--- src/rtl/pry2thr_pipe.sv ---
// Priority-to-thermometer converter built as a SPLIT-ary reduction tree with optional per-level registers.
// Latency: popcount(PIPELINE) cycles; zero (purely combinational) when PIPELINE is 0.
// Backpressure: each registered level is a valid/ready slot; ready ripples combinationally back to i_rdy.
//
// Ports:
//   clk, rst          clock and synchronous active-high reset
//   i_vld/i_rdy/i_pry input stream carrying the WIDTH-bit priority vector
//   o_vld/o_rdy       output stream handshake
//   o_thr, o_any      thermometer result and "any bit set" flag of the accepted vector
module pry2thr_pipe #(
  parameter int          WIDTH          = 32,
  parameter int          SPLIT          = 2,
  parameter              DIRECTION      = "LSB",
  parameter int          IMPLEMENTATION = 0,
  parameter int unsigned PIPELINE       = 0
) (
  input  logic             clk,
  input  logic             rst,
  input  logic             i_vld,
  output logic             i_rdy,
  input  logic [WIDTH-1:0] i_pry,
  output logic             o_vld,
  input  logic             o_rdy,
  output logic [WIDTH-1:0] o_thr,
  output logic             o_any
);

  // Number of tree levels: WIDTH must equal SPLIT**L.
  function automatic int calc_levels();
    int n;
    int w;
    n = 1;
    w = SPLIT;
    while (w < WIDTH) begin
      w = w * SPLIT;
      n = n + 1;
    end
    return n;
  endfunction

  localparam int L = calc_levels();

  // True when a register stage sits after tree level k.
  function automatic bit piped(input int k);
    return ((PIPELINE >> k) & 32'd1) == 32'd1;
  endfunction

  function automatic int calc_latency();
    int n;
    n = 0;
    for (int k = 0; k < L; k++) begin
      if (piped(k)) n = n + 1;
    end
    return n;
  endfunction

  localparam int LATENCY = calc_latency();

  localparam logic [SPLIT-1:0] ONE = {{(SPLIT-1){1'b0}}, 1'b1};

  // SPLIT-wide base converter. MSB priority is handled by mirroring the
  // vector, running the LSB rule and mirroring back. The two implementation
  // styles are functionally identical: a ripple scan, or the two's-complement
  // trick that isolates the lowest set bit and fills every position below it.
  function automatic logic [SPLIT-1:0] base_thr(input logic [SPLIT-1:0] x);
    logic [SPLIT-1:0] v;
    logic [SPLIT-1:0] iso;
    logic [SPLIT-1:0] t;
    logic [SPLIT-1:0] r;
    v   = x;
    iso = '0;
    t   = '0;
    if (DIRECTION == "MSB") begin
      for (int i = 0; i < SPLIT; i++) v[i] = x[SPLIT-1-i];
    end
    if (IMPLEMENTATION == 0) begin
      t[0] = 1'b1;
      for (int i = 1; i < SPLIT; i++) t[i] = t[i-1] & ~v[i-1];
    end else begin
      iso = v & (~v + ONE);
      // iso==0 (no bit set) makes iso-1 all ones, giving the all-ones result.
      t   = (iso - ONE) | iso;
    end
    r = t;
    if (DIRECTION == "MSB") begin
      for (int i = 0; i < SPLIT; i++) r[i] = t[SPLIT-1-i];
    end
    return r;
  endfunction

  // Per-level combinational results (entry k = output of tree level k) and
  // per-level stage registers. Only levels with their PIPELINE bit set ever
  // load; the others keep their reset value and are never selected.
  logic [L-1:0][WIDTH-1:0] thr_c;
  logic [L-1:0][WIDTH-1:0] any_c;
  logic [L-1:0]            vld_c;
  logic [L-1:0]            rdy_c;

  logic [L-1:0][WIDTH-1:0] thr_r;
  logic [L-1:0][WIDTH-1:0] any_r;
  logic [L-1:0]            vld_r;

  logic [WIDTH-1:0] thr_cur;
  logic [WIDTH-1:0] any_cur;
  logic [WIDTH-1:0] thr_nxt;
  logic [WIDTH-1:0] any_nxt;
  logic [WIDTH-1:0] bvec;
  logic             vld_cur;
  logic             rdy_cur;

  // Tree evaluation, leaves to root. The leaves are treated as a level whose
  // children are single bits: sub-thermometers all ones, any-flags = i_pry.
  // At every level the any-flags of each SPLIT-group pass through the base
  // converter, and each child's slice of the thermometer is masked by its
  // branch bit. Any-flags of level k sit in the low WIDTH/SPLIT**(k+1) bits.
  always_comb begin
    thr_c   = '1;
    any_c   = '0;
    vld_c   = '0;
    thr_cur = '1;
    any_cur = i_pry;
    vld_cur = i_vld;
    thr_nxt = '1;
    any_nxt = '0;
    bvec    = '1;
    begin
      int cw;
      cw = 1;
      for (int k = 0; k < L; k++) begin
        if (k > 0 && piped(k - 1)) begin
          thr_cur = thr_r[k-1];
          any_cur = any_r[k-1];
          vld_cur = vld_r[k-1];
        end
        bvec    = '1;
        any_nxt = '0;
        for (int g = 0; g < WIDTH / SPLIT; g++) begin
          bvec[g*SPLIT +: SPLIT] = base_thr(any_cur[g*SPLIT +: SPLIT]);
          any_nxt[g]             = |any_cur[g*SPLIT +: SPLIT];
        end
        // cw = width of each child's sub-thermometer at this level.
        for (int i = 0; i < WIDTH; i++) thr_nxt[i] = thr_cur[i] & bvec[i / cw];
        thr_c[k] = thr_nxt;
        any_c[k] = any_nxt;
        vld_c[k] = vld_cur;
        thr_cur  = thr_nxt;
        any_cur  = any_nxt;
        cw       = cw * SPLIT;
      end
    end
  end

  // Ready chain, root to leaves. rdy_c[k] is the ready seen by level k's
  // output; a registered level passes back !valid | downstream ready.
  always_comb begin
    rdy_c   = '0;
    rdy_cur = o_rdy;
    for (int k = L - 1; k >= 0; k--) begin
      rdy_c[k] = rdy_cur;
      if (piped(k)) rdy_cur = ~vld_r[k] | rdy_cur;
    end
  end

  // Stage registers. Reset restores the all-zero-input image (thermometer all
  // ones, any-flags clear) so the output is well defined while idle. Data is
  // loaded only alongside a valid, so an empty slot keeps its last contents.
  always_ff @(posedge clk) begin
    if (rst) begin
      vld_r <= '0;
      thr_r <= '1;
      any_r <= '0;
    end else begin
      for (int k = 0; k < L; k++) begin
        if (piped(k) && (~vld_r[k] | rdy_c[k])) begin
          vld_r[k] <= vld_c[k];
          if (vld_c[k]) begin
            thr_r[k] <= thr_c[k];
            any_r[k] <= any_c[k];
          end
        end
      end
    end
  end

  // With registers present, nothing is accepted in a reset cycle (it would be
  // dropped by the reset anyway). A purely combinational build ignores rst.
  assign i_rdy = (LATENCY > 0) ? (rdy_cur & ~rst) : rdy_cur;

  assign o_vld = piped(L - 1) ? vld_r[L-1]    : vld_c[L-1];
  assign o_thr = piped(L - 1) ? thr_r[L-1]    : thr_c[L-1];
  assign o_any = piped(L - 1) ? any_r[L-1][0] : any_c[L-1][0];

endmodule
--- config.mk ---
export PLATFORM = sky130hd
export DESIGN_NAME = pry2thr_pipe
export DESIGN_NICKNAME = d
export VERILOG_FILES = /design/src/rtl/pry2thr_pipe.sv
export SDC_FILE = /design/constraint.sdc
export NUM_CORES = 1
export LEC_CHECK = 0
export BUFFER_PORTS_ARGS = -buffer_cell sky130_fd_sc_hd__clkbuf_2
export CAP_MARGIN = 30
export CORE_MARGIN = 2
export CORE_UTILIZATION = 30
export DETAILED_ROUTE_END_ITERATION = 10
export PLACE_DENSITY = 0.9
export SYNTH_ARGS = -nofsm -noshare
export SYNTH_HDL_FRONTEND = slang
export SYNTH_SLANG_ARGS = --single-unit
export TNS_END_PERCENT = 20
--- constraint.sdc ---
create_clock -name vclk -period 1.1
set_input_delay 0.055 -clock vclk [all_inputs]
set_output_delay 0.055 -clock vclk [all_outputs]
set_load 0.005 [all_outputs]
### Yosys cells after proc, flatten, opt, wreduce, memory -nomap -nowiden

Cells that the tools add are included.

| word-level totals | value |
|---|---|
| flip-flop bits (word level) | 0 |
| output and inout bits | 35 |

| operators by class | value |
|---|---|
| bitwise operators | 80 |
| reductions and logical operators | 16 |

Operators with widths:

| cell | count |
|---|---|
| 1-bit AND | 49 |
| 32-bit OR reduction | 1 |
| 1-bit NOT | 31 |
| 16-bit OR reduction | 1 |
| 2-bit OR reduction | 8 |
| 4-bit OR reduction | 4 |
| 8-bit OR reduction | 2 |

### Depth between registers and ports, before layout

| logic depth | value |
|---|---|
| word-level depth | 6 |
| gate-level depth with buffers | 5 |
| mapped depth without buffers | 4 |

### Worst setup path after synthesis

Ideal clock, no wire load.

| timing | value |
|---|---|
| path type | input to output |
| start | in i_pry[0] |
| end | out o_thr[22] |
| arrival | 1.002 ns |
| path slack | 0.043 ns |
| cell stages on the path | 5 |
| path buffers | 1 |
| cell sequence | or3_4 -> clkinv_2 -> nand4_4 -> buf_6 -> nor4_2 |

| on the way | value |
|---|---|
| word-level cells in the longest chain between the ends | 3 |

Ends and longest elaborated chain:

| item | line | RTL |
|---|---|---|
| start, declared | 21 | `input logic [WIDTH-1:0] i_pry,` |
| 16-bit OR reduction | 139 | `any_nxt[g] = \|any_cur[g*SPLIT +: SPLIT];` |
| 1-bit NOT | 78 | `for (int i = 1; i < SPLIT; i++) t[i] = t[i-1] & ~v[i-1];` |
| 1-bit AND | 142 | `for (int i = 0; i < WIDTH; i++) thr_nxt[i] = thr_cur[i] & bvec[i / cw];` |
| end, declared | 24 | `output logic [WIDTH-1:0] o_thr,` |

No other way between the ends.

### Worst setup path in the final report

| timing | value |
|---|---|
| start | in i_pry[2] |
| end | out o_thr[22] |

Same word-level chain as after synthesis.

==> results.ini <==
[run_status]
run_status=finished, violations left
failed_checks=negative setup slack

[die]
core.rowCount=14
start_util=0.3124
fp.dieW_um=42.91
io_pins=71
vert_die_dim_um=42.91
dieArea_mm2=0.001841
core_area_mm2=0.001454

[worst_setup_path]
critPathSlowestCell=or3_4
worst-endpoint-required_ps=1040
path_max_fanout=6
worst_setup_path_start_kind=input port
crit_arrival_ps=1300
critical_setup_path_kind=input port to primary output
timing.critical_path.cells=buf_6 -> or3_4 -> clkinv_4 -> nand4_4 -> buf_12 -> nor4_4 -> buf_2
crit_path_end_kind=primary output
crit_path_max_incr_delay_ps=390

[cells_and_area]
antennaDiodeCount=0
finalInstanceArea_mm2=0.001097
final-seq-area_um2=0
post_route_cells_drive_above_1_share=0.8582
layout.clock_buffers=0
area_added_between_synthesis_and_finish_pct=141.6
layout.sequential_cells=0
design.final.nets=179

[global_route]
grt_max_degree=13
groute.usage.overall=0.1939
first_global_vias=709
number_of_antenna_violations_at_the_first_check_in_global_routing=0
grt_first_pass_wirelength_um=2856
globalRoute.totalOverflow=0

[detailed_routing]
drc=0
via_count=775
detail_route.first_pass.iterations=4
wire_per_inst_um=12.72
antenna_violating_nets_post_route=0
drt_first_iter_violations=6
route.detailed.vias_per_inst=4.936
totalWireLength_um=1997

[power]
power.density_cell_area_mw_per_mm2=196.0
leakagePower_nw=0.5676
max-vdd-ir-drop_mv=0.1409

[logic_synthesis]
synthDominantCellAreaShare=0.1873
synth_seq_area_share=0
synth.largest_area_cell=nor4_4
synthCells=58
combined_area_of_all_synthesized_cells_um2=454.2
leading_cell_type_by_number_of_instances_after_synthesis=nor2_1
synth_area_per_inst_um2=7.831
yosys_warnings=0
mappedNetlistNets=94
netlist_top_cells_area=nor4_4 19%, nor4_2 14%, nor3_2 11%
post_synth_most_frequent_cells=10 x nor2_1, 7 x nor3_1, 5 x nor3_2, 5 x nor4_2, 5 x or3_1
yosysUniqueCellTypes=19

[timing]
timing_max_transition_violations_final=0
report.final.hold_viol_count=0
rsz_0062_raised_after_global_routing=yes
setup_slack_ps=-252.4
fin_tns_setup_ps=-3180
maxClockFrequency_mhz=739.4
post-route-period-util=1.229
setup_viol=24
period_needed_ps=1352

[placement]
numPortBuffers=64
gp_routability_congestion=0.6509
placedInstanceArea_um2=918.4
hpwl_um=1554

[run]
max-cap-violations=0

[worst_hold_path]
holdCritPathClass=input port to primary output

[logic make-up after synthesis]
logic type    after synthesis  synth area share
simple gates               47            0.8622
other cells                 1          0.008257
buf+inv                    10            0.1294
[worst paths after layout]
path	from	slack, ps	cells past startpoint	end
setup / recovery	i_pry[2]	-250	7	o_thr[22]
hold / removal	o_rdy	110	0	i_rdy
[critical path: cells and delay by family]
family | cells | cell delay, ps
buffers and inverters | 4 | 520
AND/OR/NAND/NOR | 3 | 710
[what timing repair did]
action / in CTS / in global routing
buffers inserted: 1 / 2
gates cloned: 0 / 1
pin swaps: 5 / 7
resized for setup: 11 / 36
setup endpoints to repair: 25 / 26
hold buffers: 0 / 0
[placed cells by master, fill, tap and decap left out, drive strengths merged]
cell	n
buf	46
clkbuf	42
nor3	12
nor4	11
nor2	10
or3	6
inv	4
nand2	2
nand3	2
nand4	2
or4	2
clkinv	1
conb	1
[layer usage]
metal / global-route usage / share of wire / vias to the layer above
li1: - / - / 387
met1: 0.1797 / 0.31 / 351
met2: 0.4242 / 0.62 / 37
met3: 0.02553 / 0.064 / 0
met4: 0.03750 / 0 / 0
met5: 0 / 0 / -
[report_power, final]
part	internal, W	total (W)	switching, W	leakage [nW]
Sequential	0	0	0	0
Combinational	0.000111	0.000215	0.000104	0.568
Clock	0	0	0	0
[metrics by stage]
step | hold slack [ps] | cells | utilization | total power, W | worst slack [ps]
2_1_floorplan | 130.7 | 58 | - | 0.00004249 | 43.06
3_3_place_gp | 110.1 | 153 | 0.6317 | 0.0001736 | -178.6
3_5_place_dp | 110.1 | 153 | 0.6317 | 0.0001833 | -217.0
4_1_cts | 110.1 | 154 | 0.6756 | 0.0001971 | -207.4
5_1_grt | 110.0 | 157 | 0.7547 | 0.0002298 | -292.0
6_report | 110.0 | 157 | 0.7547 | 0.0002150 | -252.4
[final cells by class]
type / instances / area, µm²
Timing Repair Buffer: 88 / 553.0
Fill cell: 108 / 356.6
Inverter: 5 / 23.77
Tap cell: 16 / 20.02
Multi-Input combinational cell: 48 / 500.5
Power figures use the tool's default switching activity.
